--- src/rtl/arb_pkg.sv ---
// Shared definitions for the 4-source request queue that feeds the rotating
// priority selector.
//   NUM_REQ   : number of request sources
//   SRC_W     : width of a source index
//   req_vec_t : one bit per source (requests, grants, per-source flags)
//   src_idx_t : encoded source index
//   lowest_idx: encodes the lowest set bit of a source vector
package arb_pkg;

  localparam int NUM_REQ = 4;
  localparam int SRC_W   = 2;

  typedef logic [NUM_REQ-1:0] req_vec_t;
  typedef logic [SRC_W-1:0]   src_idx_t;

  // Walking from the top down leaves the lowest set bit as the result, so a
  // multi-hot vector resolves to its lowest-numbered source.
  function automatic src_idx_t lowest_idx(input req_vec_t vec);
    lowest_idx = '0;
    for (int i = NUM_REQ - 1; i >= 0; i--) begin
      if (vec[i]) lowest_idx = src_idx_t'(i);
    end
  endfunction

endpackage

--- src/rtl/arb_req_queue4_if.sv ---
// Bundle of every handshake signal of arb_req_queue4.
//   in_valid/in_data/in_ready : per-source push side (source i at
//                               in_data[i*DATA_W +: DATA_W])
//   arb_req/arb_en/arb_gnt    : link to the rotating priority selector
//   out_valid/out_data/out_src/out_ready : output register towards the
//                               shared downstream resource
// Modports: slave = the queue itself, master = whatever surrounds it.
interface arb_req_queue4_if #(
  parameter int DATA_W = 8
);
  import arb_pkg::*;

  req_vec_t                    in_valid;
  logic [NUM_REQ*DATA_W-1:0]   in_data;
  req_vec_t                    in_ready;

  req_vec_t                    arb_req;
  logic                        arb_en;
  req_vec_t                    arb_gnt;

  logic                        out_valid;
  logic [DATA_W-1:0]           out_data;
  src_idx_t                    out_src;
  logic                        out_ready;

  modport slave (
    input  in_valid, in_data, arb_gnt, out_ready,
    output in_ready, arb_req, arb_en, out_valid, out_data, out_src
  );

  modport master (
    output in_valid, in_data, arb_gnt, out_ready,
    input  in_ready, arb_req, arb_en, out_valid, out_data, out_src
  );

endinterface

--- src/rtl/arb_src_fifo.sv ---
// Per-source FIFO, DEPTH entries of DATA_W bits.
//   clk, rst_n : clock, asynchronous active-low reset
//   push       : write push_data (ignored while full)
//   push_data  : payload to store
//   pop        : drop the head entry (ignored while empty)
//   full/empty : derived from the registered occupancy count
//   head       : oldest stored entry, valid while !empty
// A push and a pop in the same cycle both take effect and leave the count
// unchanged. DEPTH must be a power of two so pointers wrap naturally.
module arb_src_fifo #(
  parameter int DATA_W = 8,
  parameter int DEPTH  = 2
) (
  input  logic              clk,
  input  logic              rst_n,
  input  logic              push,
  input  logic [DATA_W-1:0] push_data,
  input  logic              pop,
  output logic              full,
  output logic              empty,
  output logic [DATA_W-1:0] head
);

  localparam int PTR_W = $clog2(DEPTH);
  localparam int CNT_W = PTR_W + 1;

  logic [DATA_W-1:0] mem [DEPTH];
  logic [PTR_W-1:0]  wr_ptr;
  logic [PTR_W-1:0]  rd_ptr;
  logic [CNT_W-1:0]  count;
  logic              do_push;
  logic              do_pop;

  assign full    = (count == CNT_W'(DEPTH));
  assign empty   = (count == '0);
  assign do_push = push & ~full;
  assign do_pop  = pop & ~empty;
  assign head    = mem[rd_ptr];

  // NOTE: state registers use non-blocking assignments so every flop samples
  // pre-edge values, independent of the order the blocks are evaluated in.
  always_ff @(posedge clk or negedge rst_n) begin
    if (!rst_n) begin
      wr_ptr <= '0;
      rd_ptr <= '0;
      count  <= '0;
    end else begin
      if (do_push) wr_ptr <= wr_ptr + 1'b1;
      if (do_pop)  rd_ptr <= rd_ptr + 1'b1;
      case ({do_push, do_pop})
        2'b10:   count <= count + 1'b1;
        2'b01:   count <= count - 1'b1;
        default: count <= count;
      endcase
    end
  end

  // NOTE: storage has no reset; an entry is only ever read after it has been
  // written, and leaving it unreset lets it map onto plain RAM/flops.
  always_ff @(posedge clk) begin
    if (do_push) mem[wr_ptr] <= push_data;
  end

endmodule

--- src/rtl/arb_req_queue4.sv ---
// Upstream feeder for the 4-way rotating priority selector.
//   CLK   : clock, all state updates on posedge
//   rst_n : asynchronous active-low reset, discards all queued/output data
//   bus   : arb_req_queue4_if.slave carrying the per-source push ports, the
//           selector request/enable/grant link and the output valid/ready
//           register (data plus source index).
// Each source owns a small FIFO. A non-empty FIFO requests the selector only
// while the output slot can take a new payload; the same-cycle grant pops
// that FIFO's head straight into the output register.
module arb_req_queue4
  import arb_pkg::*;
#(
  parameter int DATA_W = 8,
  parameter int DEPTH  = 2
) (
  input  logic               CLK,
  input  logic               rst_n,
  arb_req_queue4_if.slave    bus
);

  req_vec_t          full;
  req_vec_t          empty;
  req_vec_t          pop;
  req_vec_t          accepted;
  logic [DATA_W-1:0] head [NUM_REQ];
  logic              slot_free;
  logic              grant_any;
  src_idx_t          grant_idx;

  // The slot can take a payload when it is empty or draining this cycle.
  // Withholding requests otherwise means a grant never lands on a stall.
  assign slot_free   = ~bus.out_valid | bus.out_ready;
  assign bus.arb_req = ~empty & {NUM_REQ{slot_free}};
  assign bus.arb_en  = |bus.arb_req;
  assign bus.in_ready = ~full;

  // Grant bits without a matching request are dropped here, which also
  // covers any grant seen while arb_en is low.
  assign accepted  = bus.arb_gnt & bus.arb_req;
  assign grant_any = |accepted;
  assign grant_idx = lowest_idx(accepted);

  // NOTE: every output of a combinational block gets a default first, so no
  // path leaves it unassigned and no latch is inferred.
  always_comb begin
    pop = '0;
    if (grant_any) pop[grant_idx] = 1'b1;
  end

  for (genvar i = 0; i < NUM_REQ; i++) begin : g_fifo
    arb_src_fifo #(
      .DATA_W (DATA_W),
      .DEPTH  (DEPTH)
    ) u_fifo (
      .clk       (CLK),
      .rst_n     (rst_n),
      .push      (bus.in_valid[i]),
      .push_data (bus.in_data[i*DATA_W +: DATA_W]),
      .pop       (pop[i]),
      .full      (full[i]),
      .empty     (empty[i]),
      .head      (head[i])
    );
  end

  // A new grant wins over the drain, so a transfer plus a grant in one
  // cycle reloads the slot and keeps out_valid high.
  always_ff @(posedge CLK or negedge rst_n) begin
    if (!rst_n) begin
      bus.out_valid <= 1'b0;
      bus.out_data  <= '0;
      bus.out_src   <= '0;
    end else if (grant_any) begin
      bus.out_valid <= 1'b1;
      bus.out_data  <= head[grant_idx];
      bus.out_src   <= grant_idx;
    end else if (bus.out_ready) begin
      bus.out_valid <= 1'b0;
    end
  end

  // Two requesting sources granted at once is a selector bug; the decode
  // above still resolves it to the lowest source.
  a_gnt_onehot: assert property (@(posedge CLK) disable iff (!rst_n)
    $onehot0(accepted))
    else $error("arb_req_queue4: multi-hot grant %b", bus.arb_gnt);

endmodule

--- src/flat_wrapper.sv ---
// flat-port wrapper written by rule: the top's interface ports become plain ports
module arb_req_queue4_flat import arb_pkg::*;
#(
  parameter int DATA_W = 8,
  parameter int DEPTH  = 2
)
  (CLK, rst_n, bus_in_valid, bus_in_data, bus_arb_gnt, bus_out_ready, bus_in_ready, bus_arb_req, bus_arb_en, bus_out_valid, bus_out_data, bus_out_src);
  arb_req_queue4_if #(.DATA_W(DATA_W)) bus_i ();
  input  logic CLK;
  input  logic rst_n;
  input wire logic [$bits(bus_i.in_valid)-1:0] bus_in_valid;
  input wire logic [$bits(bus_i.in_data)-1:0] bus_in_data;
  input wire logic [$bits(bus_i.arb_gnt)-1:0] bus_arb_gnt;
  input wire logic [$bits(bus_i.out_ready)-1:0] bus_out_ready;
  output wire logic [$bits(bus_i.in_ready)-1:0] bus_in_ready;
  output wire logic [$bits(bus_i.arb_req)-1:0] bus_arb_req;
  output wire logic [$bits(bus_i.arb_en)-1:0] bus_arb_en;
  output wire logic [$bits(bus_i.out_valid)-1:0] bus_out_valid;
  output wire logic [$bits(bus_i.out_data)-1:0] bus_out_data;
  output wire logic [$bits(bus_i.out_src)-1:0] bus_out_src;
  assign bus_i.in_valid = bus_in_valid;
  assign bus_i.in_data = bus_in_data;
  assign bus_i.arb_gnt = bus_arb_gnt;
  assign bus_i.out_ready = bus_out_ready;
  assign bus_in_ready = bus_i.in_ready;
  assign bus_arb_req = bus_i.arb_req;
  assign bus_arb_en = bus_i.arb_en;
  assign bus_out_valid = bus_i.out_valid;
  assign bus_out_data = bus_i.out_data;
  assign bus_out_src = bus_i.out_src;
  arb_req_queue4 #(.DATA_W(DATA_W), .DEPTH(DEPTH)) u_core (.CLK(CLK), .rst_n(rst_n), .bus(bus_i));
endmodule
--- config.mk ---
export PLATFORM = sky130hd
export DESIGN_NAME = arb_req_queue4_flat
export DESIGN_NICKNAME = d
export VERILOG_FILES = /design/src/rtl/arb_pkg.sv /design/src/rtl/arb_req_queue4_if.sv /design/src/rtl/arb_src_fifo.sv /design/src/rtl/arb_req_queue4.sv /design/src/flat_wrapper.sv
export SDC_FILE = /design/constraint.sdc
export NUM_CORES = 1
export LEC_CHECK = 0
export ABC_AREA = 1
export ABC_CLOCK_PERIOD_IN_PS = 3000
export CORE_MARGIN = 5
export CORE_UTILIZATION = 30
export CTS_CLUSTER_DIAMETER = 100
export CTS_CLUSTER_SIZE = 10
export DETAILED_ROUTE_END_ITERATION = 16
export PLACE_DENSITY = 0.54
export SYNTH_ARGS = -nofsm -noshare
export SYNTH_HDL_FRONTEND = slang
export SYNTH_HIERARCHICAL = 1
export SYNTH_SLANG_ARGS = --single-unit
--- constraint.sdc ---
create_clock -name CLK -period 3 [get_ports CLK]
set_clock_uncertainty 0.1 [all_clocks]
set_input_delay 0.9 -clock CLK [delete_from_list [all_inputs] [get_ports CLK]]
set_output_delay 0.9 -clock CLK [all_outputs]
set_load 0.02 [all_outputs]
* Word-level counts from Yosys, hierarchy flattened
Memory sizes are Yosys's and may differ from the RTL's. Cells that the tools add are included.
Word-level totals: register bits 27, memory bits (writable) 64, bits of input ports 43, output and inout port bits 20, logic and storage cells 109, memories kept 4
Memory list:
- u_core.g_fifo[0].u_fifo.mem | words 2, bits a word 8, rd ports 1, clocked after memory_dff 0, write ports 1, RTL line arb_src_fifo.sv:27 | logic [DATA_W-1:0] mem [DEPTH];
- u_core.g_fifo[1].u_fifo.mem | words 2, bits a word 8, rd ports 1, clocked after memory_dff 0, write ports 1, RTL line arb_src_fifo.sv:27
- u_core.g_fifo[2].u_fifo.mem | words 2, bits a word 8, rd ports 1, clocked after memory_dff 0, write ports 1, RTL line arb_src_fifo.sv:27
- u_core.g_fifo[3].u_fifo.mem | words 2, bits a word 8, rd ports 1, clocked after memory_dff 0, write ports 1, RTL line arb_src_fifo.sv:27
Operators by class: add/subtract/negate cells 16, magnitude comparators 3, eq/ne operators 12, multiplexer cells 24, bitwise gates (word level) 23, reduce and logical (&&, ||, !) cells 12
Operators by type and width (count):
- $bmux 8 s2 | 1
- $eq 2x2->1 const B | 8
- $mux 8 | 2
- $pmux 2 s2 | 4
- $mux 1 | 11
- $reduce_bool 2->1 | 5
- $not 1->1 | 9
- $add 1x1->1 const B | 8
- $add 2x1->2 const B | 4
- $and 1x1->1 | 8
- $and 4x4->4 | 2
- $eq 2x1->1 const B | 4
- $logic_not 2->1 | 4
- $mux 2 | 4
- $not 4->4 | 2
- $reduce_or 4->1 | 2
- $sub 2x1->2 const B | 4
- $mux 4 | 1
- $ge 3x3->1 const B | 1
- $lt 2x3->1 const B | 1
- $not 2->3 | 1
- $demux 1 s2 | 1
- $ge 2x1->1 const B | 1
- $logic_and 1x1->1 | 1
- $or 1x1->1 | 1

* Logic depth before layout (Yosys ltp)
Gate-level depths: netlist of run 1.
word-level depth 16, depth in mapped cells 19, gate-level depth less buffers 19

* Cells and area by module
Netlist of run 1, hierarchy kept.
Modules (own cells, without submodules):
- arb_src_fifo | instances 4, cells each 74, area an instance 817.0 um^2, sequential area each 580.6 um^2
- arb_req_queue4 | instances 1, cells each 169, area an instance 1076.0 um^2, sequential area each 275.3 um^2

* Least setup slack after synthesis of run 1
No wires, ideal clock.
path kind input-to-reg, start in bus_out_ready, end reg u_core.g_fifo[1].u_fifo.count[1], library setup time 0.117 ns, arrival 2.348 ns, required time 2.783 ns, setup slack 0.435 ns, stages on the path 17, buffers on the path 0, path through inv_2 nand2_4 inv_4 nor2_4 nand2_4 nand2_2 inv_1 nand2_2 nand3_1 inv_1 nand2_2 inv_1 ha_1 inv_1 nand3_1 nand2_1 nand2_1
Between the ends: elaborated cells on any way between the ends 19, those cells by class 2 x order compare; 2 x eq/ne; 8 x mux; 4 x bitwise; 3 x reduce/logical
RTL lines:
- from (decl) | RTL line flat_wrapper.sv:14 | input wire logic [$bits(bus_i.out_ready)-1:0] bus_out_ready;
- $or 1x1->1 (*) | RTL line arb_req_queue4.sv:32 | assign slot_free = ~bus.out_valid | bus.out_ready;
- $and 4x4->4 (*) | RTL line arb_req_queue4.sv:33 | assign bus.arb_req = ~empty & {NUM_REQ{slot_free}};
- net bus_arb_req[1] | RTL line flat_wrapper.sv:16 | output wire logic [$bits(bus_i.arb_req)-1:0] bus_arb_req;
- $and 4x4->4 (*) | RTL line arb_req_queue4.sv:39 | assign accepted = bus.arb_gnt & bus.arb_req;
- $mux 2 (2 in series) | RTL line arb_pkg.sv:21 | if (vec[i]) lowest_idx = src_idx_t'(i);
- $lt 2x3->1 (not written as such) / $ge 2x1->1 (equally long branches) | RTL line arb_req_queue4.sv:47 | if (grant_any) pop[grant_idx] = 1'b1;
- $logic_and 1x1->1 (not written as such) | RTL line arb_req_queue4.sv:47
- $mux 1 (not written as such) | RTL line arb_req_queue4.sv:47
- $demux 1 s2
- $mux 4 (*) | RTL line arb_req_queue4.sv:47
- net u_core.pop[1] | RTL line arb_req_queue4.sv:23 | req_vec_t pop;
- $and 1x1->1 (*) | RTL line arb_src_fifo.sv:37 | assign do_pop = pop & ~empty;
- net u_core.g_fifo[1].u_fifo.do_pop | RTL line arb_src_fifo.sv:32 | logic do_pop;
- $eq 2x1->1 / $eq 2x2->1 (equally long branches) | RTL line arb_src_fifo.sv:50 | case ({do_push, do_pop})
- $pmux 2 s2 / $reduce_bool 2->1 (equally long branches)
- to (signal assigned) | RTL line arb_src_fifo.sv:51 | 2'b10: count <= count + 1'b1;
- to (signal assigned) | RTL line arb_src_fifo.sv:52 | 2'b01: count <= count - 1'b1;
- to (signal assigned) | RTL line arb_src_fifo.sv:53 | default: count <= count;
- to (decl) | RTL line arb_src_fifo.sv:30 | logic [CNT_W-1:0] count;
Mark *: on every way through the listed nets, which the timed path passes. The rest lies on a longest branch. A chain may end at the register's enable or synchronous reset.

* Final worst setup path of run 1
start in bus_out_ready, end out bus_arb_en
Between the ends: cells in the longest elaborated chain, start to end 3
Ends and longest elaborated chain:
- $or 1x1->1 | RTL line arb_req_queue4.sv:32
- $and 4x4->4 | RTL line arb_req_queue4.sv:33
- $reduce_or 4->1 | RTL line arb_req_queue4.sv:34 | assign bus.arb_en = |bus.arb_req;
- to (decl) | RTL line flat_wrapper.sv:17 | output wire logic [$bits(bus_i.arb_en)-1:0] bus_arb_en;
Every way passes these cells.

==> results.sh, run 1 <==
export IMPL_dp_area_um2=5310
export IMPL_timing_slew_headroom=0.730
export IMPL_pwr_per_cell_area_nw_per_um2=1000
export IMPL_routabilityCongestion=0.738
export IMPL_timing_final_max_slew_violations=0
export IMPL_share_of_power_burned_in_combinational_logic=0.439
export IMPL_drt_pre_antenna_iters=4
export IMPL_cap_viol_max_count=0
export IMPL_share_of_cells_above_drive_strength_1=0.172
export IMPL_design_area_um2=5600
export IMPL_status="complete, no violations"
export IMPL_timing_critical_path_cells="clkdlybuf4s50_1 -> inv_2 -> nand2_4 -> inv_4 -> a41oi_2 -> buf_4"
export IMPL_cts_hold_fix_buffers=0
export IMPL_drt_iter0_markers=237
export IMPL_timing_worst_slew_pin_value_ps=405
export IMPL_postCtsSetupRepairBufs=0
export IMPL_intPower_uw=3420
export IMPL_holdCritPathClass="flop to flop"
export IMPL_area_growth_pct=28.9
export IMPL_final_hold_violation_count=0
export IMPL_drcViolationCount=0
export IMPL_synth_ff_type="sky130_fd_sc_hd__edfxtp_1"
export IMPL_post_route_period_util=0.978
export IMPL_ff2ff_path_depth=18
export IMPL_tritoncts="yes"
export IMPL_cp_max_fo=4
export IMPL_initial_core_utilization=0.302
export IMPL_sw_frac_of_total=0.392
export IMPL_clk_latency_ps=340
export IMPL_hold_ws_ps=375
export IMPL_synthesis_warnings=6
export IMPL_critical_path_arrival_ps=1930
export IMPL_min_path_cells=2
export IMPL_number_of_nets_in_the_final_layout=599
export IMPL_globalRoute_totalOverflow=0
export IMPL_die_width_um=130
export IMPL_totalPowerFinal_uw=5620
export IMPL_dp_final_hpwl_um=7300
export IMPL_static_leakage_power_uw=0.00264
export IMPL_antenna_diode_count=0
export IMPL_timing_critical_path_slowest_stage_cell="sky130_fd_sc_hd__clkdlybuf4s50_1"
export IMPL_wl_um=9570
export IMPL_clock_sinks=91
export IMPL_timing_critical_path_required_ps=2000
export IMPL_timing_worst_setup_path_type="primary input to output port"
export IMPL_number_of_flops_mapped_to_enable_cells_by_yosys=64
export IMPL_syn_nets=512
export IMPL_pwr_share_seq=0.359
export IMPL_fp_dieArea_um2=17000
export IMPL_worst_path_largest_cell_delay_ps=470
export IMPL_cts_clk_slew_worst_paths_ps=60
export IMPL_fp_dieH_um=130
export IMPL_vias_per_cell=4.23
export IMPL_finalCriticalPeriod_ps=2930
export IMPL_cts_buffer_depth=2
export IMPL_grt_pass1_wl_um=15900
export IMPL_grt_setup_unrepaired="no"
export IMPL_kind_of_end_point_of_the_critical_path="output port"
export IMPL_clock_root_buffer="sky130_fd_sc_hd__clkbuf_16"
export IMPL_antenna_found_initial=0
export IMPL_yosys_area_top_type="sky130_fd_sc_hd__edfxtp_1"
export IMPL_placementRows=44
export IMPL_synth_area_um2=4340
export IMPL_route_antenna_remaining_nets=0
export IMPL_synthDominantCellAreaShare=0.442
export IMPL_first_global_vias=3239
export IMPL_power_ir_vdd_worst_uv=406
export IMPL_setup_viol=0
export IMPL_ioPinCount=63
export IMPL_final_fill_count=1429
export IMPL_port_buffer_count=62
export IMPL_syn_inst=465
export IMPL_postSynth_asyncResetShare=0.297
export IMPL_via_count=3131
export IMPL_placeableCoreArea_um2=14400
export IMPL_numCtsBuffers=9
export IMPL_cts_htree_levels=3
export IMPL_postLayoutSetupSlackWorst_ps=66.8
export IMPL_clock_power_share=0.202
export IMPL_syn_area_per_cell_um2=9.34
export IMPL_yosys_register_bits=91
export IMPL_ys_top_cells_by_area="sky130_fd_sc_hd__edfxtp_1 (44%), sky130_fd_sc_hd__dfrtp_1 (16%), sky130_fd_sc_hd__nand2_1 (15%), sky130_fd_sc_hd__inv_1 (6.4%), sky130_fd_sc_hd__nand3_1 (5.2%)"
export IMPL_cp_start_kind="primary input"
export IMPL_synth_sequential_area_ratio=0.598
export IMPL_overall_routing_resource_usage=0.122
export IMPL_route_detailed_wl_per_inst_um=12.9
export IMPL_synth_cell_types=24
export IMPL_placement_setup_worst_slack_ps=-437
export IMPL_total_switching_power_uw=2210
export IMPL_maxClockFrequency_mhz=341
export IMPL_maximum_number_of_pins_on_one_net_before_global_route_repair=28
-- registers in the layout (all words and copies together) (netlist names) --
signal	cells
u_core/g_fifo.u_fifo/count	8
u_core/g_fifo.u_fifo/wr_ptr	4
u_core/g_fifo.u_fifo/mem	64
u_core/bus.out_valid	1
u_core/g_fifo.u_fifo/rd_ptr	4
u_core/bus.out_src	2
u_core/bus.out_data	8
-- what timing repair did --
action / in CTS / in global routing
endpoints found under the hold margin: 0 / 0
endpoints found under the setup margin: 5 / 5
resized for setup: 15 / 7
-- stage by stage --
stage,util,std cells,setup TNS [ps]
after floorplan,-,465,0
after global placement,0.369,725,-1550
after detailed placement,0.369,725,-1640
after CTS,0.391,741,0
after global routing,0.390,741,0
final,0.390,741,0
-- worst max-delay path: cells and delay by family --
family | cells | cell delay (ps)
AO/OA/AOI/OAI | 1 | 150
AND/OR/NAND/NOR | 1 | 120
buffers and inverters | 4 | 760
-- cell families (layout without fill, tap and decap cells) --
family                   count (synthesis)  after routing  share of synthesized area
XOR/XNOR                                 4              4                    0.00806
adder cells (fa/ha/maj)                  4              4                     0.0115
buffers and inverters                   97            189                     0.0930
flip-flops                              91             91                      0.598
AND/OR/NAND/NOR                        263            263                      0.278
AO/OA/AOI/OAI                            6              6                     0.0112
-- synth_stat cells, types with 2 or more instances --
cell	number
sky130_fd_sc_hd__nand3_1	45
sky130_fd_sc_hd__inv_2	13
sky130_fd_sc_hd__nand2_8	2
sky130_fd_sc_hd__nor2_4	4
sky130_fd_sc_hd__o21ai_2	4
sky130_fd_sc_hd__ha_1	4
sky130_fd_sc_hd__nor2_1	8
sky130_fd_sc_hd__xnor2_1	4
sky130_fd_sc_hd__nand4_1	4
sky130_fd_sc_hd__nand2_1	171
sky130_fd_sc_hd__nor2_2	4
sky130_fd_sc_hd__edfxtp_1	64
sky130_fd_sc_hd__nand2_2	21
sky130_fd_sc_hd__dfrtp_1	27
sky130_fd_sc_hd__buf_4	2
sky130_fd_sc_hd__inv_1	74
sky130_fd_sc_hd__nand2_4	3
sky130_fd_sc_hd__buf_2	5
-- cell usage in the layout (no fill, tap or decap) --
cell type / instances
sky130_fd_sc_hd__nand2_1: 171
sky130_fd_sc_hd__inv_1: 74
sky130_fd_sc_hd__edfxtp_1: 64
sky130_fd_sc_hd__clkdlybuf4s50_1: 57
sky130_fd_sc_hd__nand3_1: 45
sky130_fd_sc_hd__dfrtp_1: 27
sky130_fd_sc_hd__buf_4: 23
sky130_fd_sc_hd__nand2_2: 21
sky130_fd_sc_hd__inv_2: 13
sky130_fd_sc_hd__clkbuf_16: 9
sky130_fd_sc_hd__nor2_1: 8
sky130_fd_sc_hd__nor2_4: 4
sky130_fd_sc_hd__nor2_2: 4
sky130_fd_sc_hd__o21ai_2: 4
sky130_fd_sc_hd__xnor2_1: 4
sky130_fd_sc_hd__nand4_1: 4
sky130_fd_sc_hd__ha_1: 4
sky130_fd_sc_hd__buf_2: 3
sky130_fd_sc_hd__nand2_4: 3
sky130_fd_sc_hd__clkbuf_1: 2
sky130_fd_sc_hd__clkbuf_8: 2
sky130_fd_sc_hd__nand2_8: 2
sky130_fd_sc_hd__bufinv_16: 1
sky130_fd_sc_hd__clkinvlp_4: 1
sky130_fd_sc_hd__clkinv_4: 1
sky130_fd_sc_hd__clkbuf_2: 1
sky130_fd_sc_hd__inv_4: 1
sky130_fd_sc_hd__nand3b_2: 1
sky130_fd_sc_hd__a41oi_2: 1
sky130_fd_sc_hd__o21ai_0: 1
sky130_fd_sc_hd__buf_12: 1
-- worst paths after layout --
check / startpoint / endpoint / slack [ps]
min in group asynchronous: rst_n / u_core/bus.out_data[5] / 860
worst min-delay path: u_core/g_fifo[0].u_fifo/count[1] / u_core/g_fifo[0].u_fifo/count[1] / 370
worst max-delay path: bus_out_ready / bus_arb_en / 70
worst max register to register: u_core/g_fifo[0].u_fifo/count[1] / u_core/g_fifo[1].u_fifo/count[1] / 670
max in group asynchronous: rst_n / u_core/g_fifo[0].u_fifo/wr_ptr / 1650
worst min register to register: u_core/g_fifo[0].u_fifo/count[1] / u_core/g_fifo[0].u_fifo/count[1] / 370
-- layer usage --
layer,global-route usage,vias up,part of all wire
li1,-,1620,-
met3,0.0278,15,0.049
met4,0.0526,0,0.020
met2,0.196,64,0.47
met5,0,-,0
met1,0.160,1432,0.46
-- final cells by class --
class | instances | area [µm²] | area share
clock buffers | 13 | 260 | 0.0465
clock inverters | 3 | 46.3 | 0.00827
inverters | 88 | 333 | 0.0594
multi-input cells | 277 | 1350 | 0.241
flip-flops and latches | 91 | 2600 | 0.464
well taps | 184 | 230 | 0.0411
repair buffers | 85 | 783 | 0.140
-- power groups by stage --
stage	logic [µW]	clock network [µW]	registers, µW
2_1_floorplan	1640	0	2020
3_3_place_gp	2480	0	2040
3_5_place_dp	2520	0	2050
4_1_cts	2520	1180	2030
5_1_grt	2820	1220	2080
6_report	2470	1140	2020
(Power assumes the default switching activity.)
==> run 2, diff against run 1 <==
--- a/config.mk
+++ b/config.mk
@@ -7,12 +7,15 @@
 export LEC_CHECK = 0
 export ABC_AREA = 1
 export ABC_CLOCK_PERIOD_IN_PS = 3000
+export CELL_PAD_IN_SITES_DETAIL_PLACEMENT = 1
+export CELL_PAD_IN_SITES_GLOBAL_PLACEMENT = 1
 export CORE_MARGIN = 5
 export CORE_UTILIZATION = 30
 export CTS_CLUSTER_DIAMETER = 100
 export CTS_CLUSTER_SIZE = 10
 export DETAILED_ROUTE_END_ITERATION = 16
-export PLACE_DENSITY = 0.54
+export PLACE_DENSITY = 0.66
+export SETUP_SLACK_MARGIN = 0.05
 export SYNTH_ARGS = -nofsm -noshare
 export SYNTH_HDL_FRONTEND = slang
 export SYNTH_HIERARCHICAL = 1
==> run 2 against run 1 <==
Net effect:
- wire length up 12%
- utilization up 0.25 points
- combinational power up 3%
- via count up 3.3%
- sequential share of layout area down 0.30 points
- non-clock buffer count unchanged
- sequential cell count unchanged
- worst hold slack worse by 1.5 ps
- maximum frequency up 12%
- setup slack better by 320 ps
- first-iteration DRC count down 29%
- critical endpoint is now bus_in_ready[3]
- highest routed layer unchanged
==> results.sh, run 2 (synthesized netlist as in run 1, its figures left out) <==
export IMPL_placementRows=44
export IMPL_worst_path_most_repeated_cell="sky130_fd_sc_hd__inv_1"
export IMPL_fp_dieH_um=130
export IMPL_timing_critical_path_cells="inv_1 -> nor2_2 -> inv_1 -> clkdlybuf4s50_1"
export IMPL_route_detailed_wl_per_inst_um=14.5
export IMPL_timing_critical_path_required_ps=2000
export IMPL_most_common_layout_cells="sky130_fd_sc_hd__nand2_1 (171), sky130_fd_sc_hd__inv_1 (74), sky130_fd_sc_hd__edfxtp_1 (64)"
export IMPL_status="complete, no violations"
export IMPL_tritoncts="yes"
export IMPL_die_width_um=130
export IMPL_clock_sinks=91
export IMPL_overall_routing_resource_usage=0.132
export IMPL_numCtsBuffers=9
export IMPL_worst_path_largest_cell_delay_ps=600
export IMPL_holdCritPathClass="flop to flop"
export IMPL_maximum_number_of_pins_on_one_net_before_global_route_repair=28
export IMPL_setup_viol=0
export IMPL_static_leakage_power_uw=0.00266
export IMPL_dp_final_hpwl_um=8080
export IMPL_vias_per_cell=4.36
export IMPL_wl_um=10800
export IMPL_largest_reg_flops=64
export IMPL_cp_max_fo=4
export IMPL_number_of_buffers_and_inverters_on_the_critical_path=3
export IMPL_clock_root_buffer="sky130_fd_sc_hd__clkbuf_16"
export IMPL_via_count=3234
export IMPL_routabilityCongestion=0.754
export IMPL_ioPinCount=63
export IMPL_port_buffer_count=62
export IMPL_antenna_found_initial=0
export IMPL_grt_pass1_wl_um=17000
export IMPL_timing_critical_path_slowest_stage_cell="sky130_fd_sc_hd__clkdlybuf4s50_1"
export IMPL_globalRoute_totalOverflow=0
export IMPL_cts_clk_slew_worst_paths_ps=60
export IMPL_critical_path_top_delay_family="buffers and inverters"
export IMPL_timing_worst_slew_pin_value_ps=431
export IMPL_route_antenna_remaining_nets=0
export IMPL_timing_worst_setup_path_type="flop to output port"
export IMPL_initial_core_utilization=0.302
export IMPL_grt_setup_unrepaired="no"
export IMPL_number_of_nets_in_the_final_layout=599
export IMPL_timing_slew_headroom=0.712
export IMPL_cts_buffer_depth=2
export IMPL_most_frequent_standard_cell_in_the_layout_excluding_fill_and_tap_cells="sky130_fd_sc_hd__nand2_1"
export IMPL_first_global_vias=3463
export IMPL_setup_tns_final_ps=0
export IMPL_antenna_diode_count=0
export IMPL_pwr_per_cell_area_nw_per_um2=1030
export IMPL_clk_latency_ps=350
export IMPL_critical_path_arrival_ps=1620
export IMPL_drt_pre_antenna_iters=4
export IMPL_largest_registers="u_core/g_fifo.u_fifo/mem x64, u_core/bus.out_data x8, u_core/g_fifo.u_fifo/count x8"
export IMPL_cts_htree_levels=3
export IMPL_utilization=0.392
export IMPL_placeableCoreArea_um2=14400
export IMPL_cap_viol_max_count=0
export IMPL_maxClockFrequency_mhz=382
export IMPL_share_of_cells_above_drive_strength_1=0.174
export IMPL_fp_dieArea_um2=17000
export IMPL_power_ir_vdd_worst_uv=373
export IMPL_finalCriticalPeriod_ps=2620
export IMPL_cp_start_kind="flop"
export IMPL_timing_final_max_slew_violations=0
export IMPL_area_growth_pct=29.8
export IMPL_kind_of_end_point_of_the_critical_path="output port"
export IMPL_final_fill_count=1675
export IMPL_cts_hold_fix_buffers=0
export IMPL_largest_register="u_core/g_fifo.u_fifo/mem"
export IMPL_post_route_period_util=0.872
export IMPL_drcViolationCount=0
export IMPL_drt_iter0_markers=168
export IMPL_final_hold_violation_count=0
run 2: report_power, final:
| part | switching, µW | internal [µW] |
|---|---|---|
| registers | 262 | 1770 |
| clock network | 476 | 728 |
| logic | 1590 | 960 |
run 2: routing by layer:
| layer | track usage | vias to the layer above | part of all wire |
|---|---|---|---|
| li1 | - | 1616 | - |
| met1 | 0.162 | 1547 | 0.44 |
| met2 | 0.225 | 63 | 0.50 |
| met3 | 0.0327 | 8 | 0.049 |
| met4 | 0.0472 | 0 | 0.012 |
| met5 | 0 | - | 0 |
run 2: worst register-to-register path: cells and delay by family (launching register included):
family | cells | cell delay (ps)
adders and majority gates | 1 | 310
buffers and inverters | 7 | 780
DFF | 1 | 380
and+or+nand+nor | 10 | 700
run 2: worst paths after layout:
path | startpoint | depth (start not counted) | slack [ps] | endpoint
max | u_core/g_fifo[3].u_fifo/count[1] | 4 | 380 | bus_in_ready[3]
min | u_core/g_fifo[1].u_fifo/count[1] | 2 | 370 | u_core/g_fifo[1].u_fifo/count[1]
max reg2reg | u_core/g_fifo[0].u_fifo/count[1] | 18 | 640 | u_core/g_fifo[1].u_fifo/count[1]
min reg2reg | u_core/g_fifo[1].u_fifo/count[1] | 2 | 370 | u_core/g_fifo[1].u_fifo/count[1]
max in group asynchronous | rst_n | 2 | 1620 | u_core/g_fifo[1].u_fifo/count[0]
min in group asynchronous | rst_n | 2 | 860 | u_core/bus.out_data[6]
run 2: layout make-up:
cell class | instances | area, µm² | share of cell area
clock buffers | 9 | 225 | 0.0400
repair buffers | 85 | 796 | 0.141
flip-flops and latches | 91 | 2600 | 0.461
well taps | 184 | 230 | 0.0408
clock inverters | 7 | 91.3 | 0.0162
inverters | 88 | 335 | 0.0595
multi-input cells | 277 | 1360 | 0.242
run 2: through the flow:
stage,power [µW],cells,worst slack (ps),area (µm²),hold WS [ps]
after global routing,6240,741,310,5640,408
after CTS,5860,740,48.3,5610,377
after global placement,4520,724,-386,5300,352
final,5780,741,385,5640,373
after detailed placement,4630,724,-475,5300,362
after floorplan,3660,465,435,4340,342
run 2: what timing repair did:
item	4_1_cts	5_1_grt
endpoints found under the setup margin	5	1
gates resized for setup	22	4
setup buffers	0	1
hold endpoints to repair	0	0
==> run 3, diff against run 2 <==
--- a/config.mk
+++ b/config.mk
@@ -14,7 +14,9 @@
 export CTS_CLUSTER_DIAMETER = 100
 export CTS_CLUSTER_SIZE = 10
 export DETAILED_ROUTE_END_ITERATION = 16
+export MAX_ROUTING_LAYER = met4
 export PLACE_DENSITY = 0.66
+export REMOVE_ABC_BUFFERS = 1
 export SETUP_SLACK_MARGIN = 0.05
 export SYNTH_ARGS = -nofsm -noshare
 export SYNTH_HDL_FRONTEND = slang
==> run 3 against run 2 <==
Net effect:
- register-to-register slack is essentially flat
- worst hold slack is essentially flat
- utilization shrank 0.59 points
- clock power shrank 10%
- wire length shrank 6.2%
- first-iteration DRC count shrank 12%
- power shrank 3.8%
- sequential share of layout area grew 0.71 points
- combinational power shrank 4%
- maximum frequency shrank 8.7%
- count of clock-buffer cells in the layout grew 6
- largest cell class unchanged
- largest power group unchanged
- highest routed layer unchanged
==> results.sh, run 3 (synthesized netlist as in run 1, its figures left out) <==
export IMPL_critical_path_arrival_ps=1860
export IMPL_min_delay_start="u_core/bus.out_src[0]"
export IMPL_routabilityCongestion=0.787
export IMPL_startpoint="bus_out_ready"
export IMPL_vias_per_cell=4.30
export IMPL_area_growth_pct=27.8
export IMPL_grt_pass1_wl_um=16700
export IMPL_final_hold_violation_count=0
export IMPL_path_depth=6
export IMPL_most_common_layout_cells="sky130_fd_sc_hd__nand2_1 (171), sky130_fd_sc_hd__inv_1 (74), sky130_fd_sc_hd__edfxtp_1 (64)"
export IMPL_die_width_um=130
export IMPL_number_of_nets_in_the_final_layout=595
export IMPL_critical_path_top_delay_family="buffers and inverters"
export IMPL_drt_pre_antenna_iters=4
export IMPL_placeableCoreArea_um2=14400
export IMPL_ff2ff_path_depth=16
export IMPL_min_path_cells=2
export IMPL_timing_critical_path_required_ps=2000
export IMPL_cp_start_kind="primary input"
export IMPL_first_global_vias=3396
export IMPL_cts_clk_slew_worst_paths_ps=60
export IMPL_post_route_period_util=0.954
export IMPL_cap_viol_max_count=0
export IMPL_most_frequent_standard_cell_in_the_layout_excluding_fill_and_tap_cells="sky130_fd_sc_hd__nand2_1"
export IMPL_timing_worst_slew_pin_value_ps=421
export IMPL_antenna_found_initial=0
export IMPL_cts_hold_fix_buffers=0
export IMPL_cts_buffer_depth=2
export IMPL_worst_r2r_startpoint="u_core/g_fifo[0].u_fifo/count[0]"
export IMPL_drt_iter0_markers=148
export IMPL_numCtsBuffers=9
export IMPL_static_leakage_power_uw=0.00261
export IMPL_clk_latency_ps=340
export IMPL_antenna_diode_count=0
export IMPL_fp_dieArea_um2=17000
export IMPL_dp_final_hpwl_um=7870
export IMPL_timing_worst_setup_path_type="primary input to output port"
export IMPL_pwr_per_cell_area_nw_per_um2=1000
export IMPL_tritoncts="yes"
export IMPL_totalPowerFinal_uw=5560
export IMPL_placementRows=44
export IMPL_holdCritPathClass="flop to flop"
export IMPL_cts_htree_levels=3
export IMPL_clock_root_buffer="sky130_fd_sc_hd__clkbuf_16"
export IMPL_design_area_um2=5550
export IMPL_final_instance_count_excl_fill=737
export IMPL_post_place_cells=721
export IMPL_power_ir_vdd_worst_uv=284
export IMPL_route_antenna_remaining_nets=0
export IMPL_fp_dieH_um=130
export IMPL_worst_path_largest_cell_delay_ps=470
export IMPL_timing_final_max_slew_violations=0
export IMPL_timing_critical_path_cells="clkdlybuf4s50_1 -> inv_2 -> nand2_4 -> inv_4 -> a41oi_1 -> buf_2"
export IMPL_setup_viol=0
export IMPL_kind_of_end_point_of_the_critical_path="output port"
export IMPL_dp_area_um2=5280
export IMPL_initial_core_utilization=0.302
export IMPL_hold_ws_ps=374
export IMPL_via_count=3166
export IMPL_share_of_cells_above_drive_strength_1=0.165
export IMPL_ioPinCount=63
export IMPL_maximum_number_of_pins_on_one_net_before_global_route_repair=28
export IMPL_clock_sinks=91
export IMPL_finalCriticalPeriod_ps=2860
export IMPL_cp_max_fo=4
export IMPL_number_of_buffers_and_inverters_on_the_critical_path=4
export IMPL_postCtsSetupRepairBufs=0
export IMPL_wl_um=10100
export IMPL_largest_reg_flops=64
export IMPL_timing_slew_headroom=0.719
export IMPL_overall_routing_resource_usage=0.133
export IMPL_status="complete, no violations"
export IMPL_largest_register="u_core/g_fifo.u_fifo/mem"
export IMPL_largest_registers="u_core/g_fifo.u_fifo/mem x64, u_core/bus.out_data x8, u_core/g_fifo.u_fifo/count x8"
export IMPL_grt_setup_unrepaired="no"
export IMPL_port_buffer_count=62
export IMPL_globalRoute_totalOverflow=0
export IMPL_route_detailed_wl_per_inst_um=13.7
export IMPL_maxClockFrequency_mhz=349
export IMPL_drcViolationCount=0
export IMPL_timing_critical_path_slowest_stage_cell="sky130_fd_sc_hd__clkdlybuf4s50_1"
[run 3: cell types whose count changed in the layout (fill, tap and decap cells not counted), sizes merged, moves of 2 or more]
cell	change
clkbuf	+9
clkinv	-4
bufinv	-2
buf	-6
[run 3: through the flow]
stage                     worst slack, ps  utilization  setup TNS, ps
final                                 137        0.386              0
after detailed placement             -324        0.367          -1640
after global placement               -316        0.367          -1360
after floorplan                       207            -              0
after CTS                            56.7        0.386              0
after global routing                 64.0        0.386              0
[run 3: layer usage]
layer	track usage	up-vias	wire length (µm)
li1	-	1614	-
met1	0.160	1492	4460
met2	0.220	46	5150
met3	0.0213	14	277
met4	0.0581	0	218
met5	-	-	0
[run 3: final cells by class]
type | instances | area (µm²)
well taps | 184 | 230
repair buffers | 81 | 751
clock buffers | 15 | 278
multi-input cells | 277 | 1360
inverters | 88 | 333
fillers | 1662 | 8820
flip-flops and latches | 91 | 2600
clock inverters | 1 | 7.51
[run 3: final timing paths]
kind                                               endpoint  slack (ps)
setup reg to reg           u_core/g_fifo[2].u_fifo/count[1]         640
setup / recovery                                 bus_arb_en         140
min in group asynchronous            u_core/bus.out_data[2]         860
max in group asynchronous    u_core/g_fifo[0].u_fifo/wr_ptr        1640
hold / removal                        u_core/bus.out_src[0]         370
hold reg to reg                       u_core/bus.out_src[0]         370
[run 3: tightest hold or removal path: stages (launching register included)]
cell and delay (ps):
sky130_fd_sc_hd__dfrtp_1 350, sky130_fd_sc_hd__nand2_1 50, sky130_fd_sc_hd__nand2_1 40
[run 3: timing repair]
item,in CTS,in global routing
pin swaps,0,0
gates resized for setup,14,5
endpoints found under the setup margin,5,4
[run 3: power by group]
| group | internal (µW) | leakage, µW | total, µW | switching [µW] |
|---|---|---|---|---|
| Sequential | 1770 | 0.000920 | 2030 | 255 |
| Combinational | 935 | 0.00155 | 2460 | 1530 |
| Clock | 630 | 0.000136 | 1080 | 446 |
| Total | 3340 | 0.00261 | 5560 | 2230 |
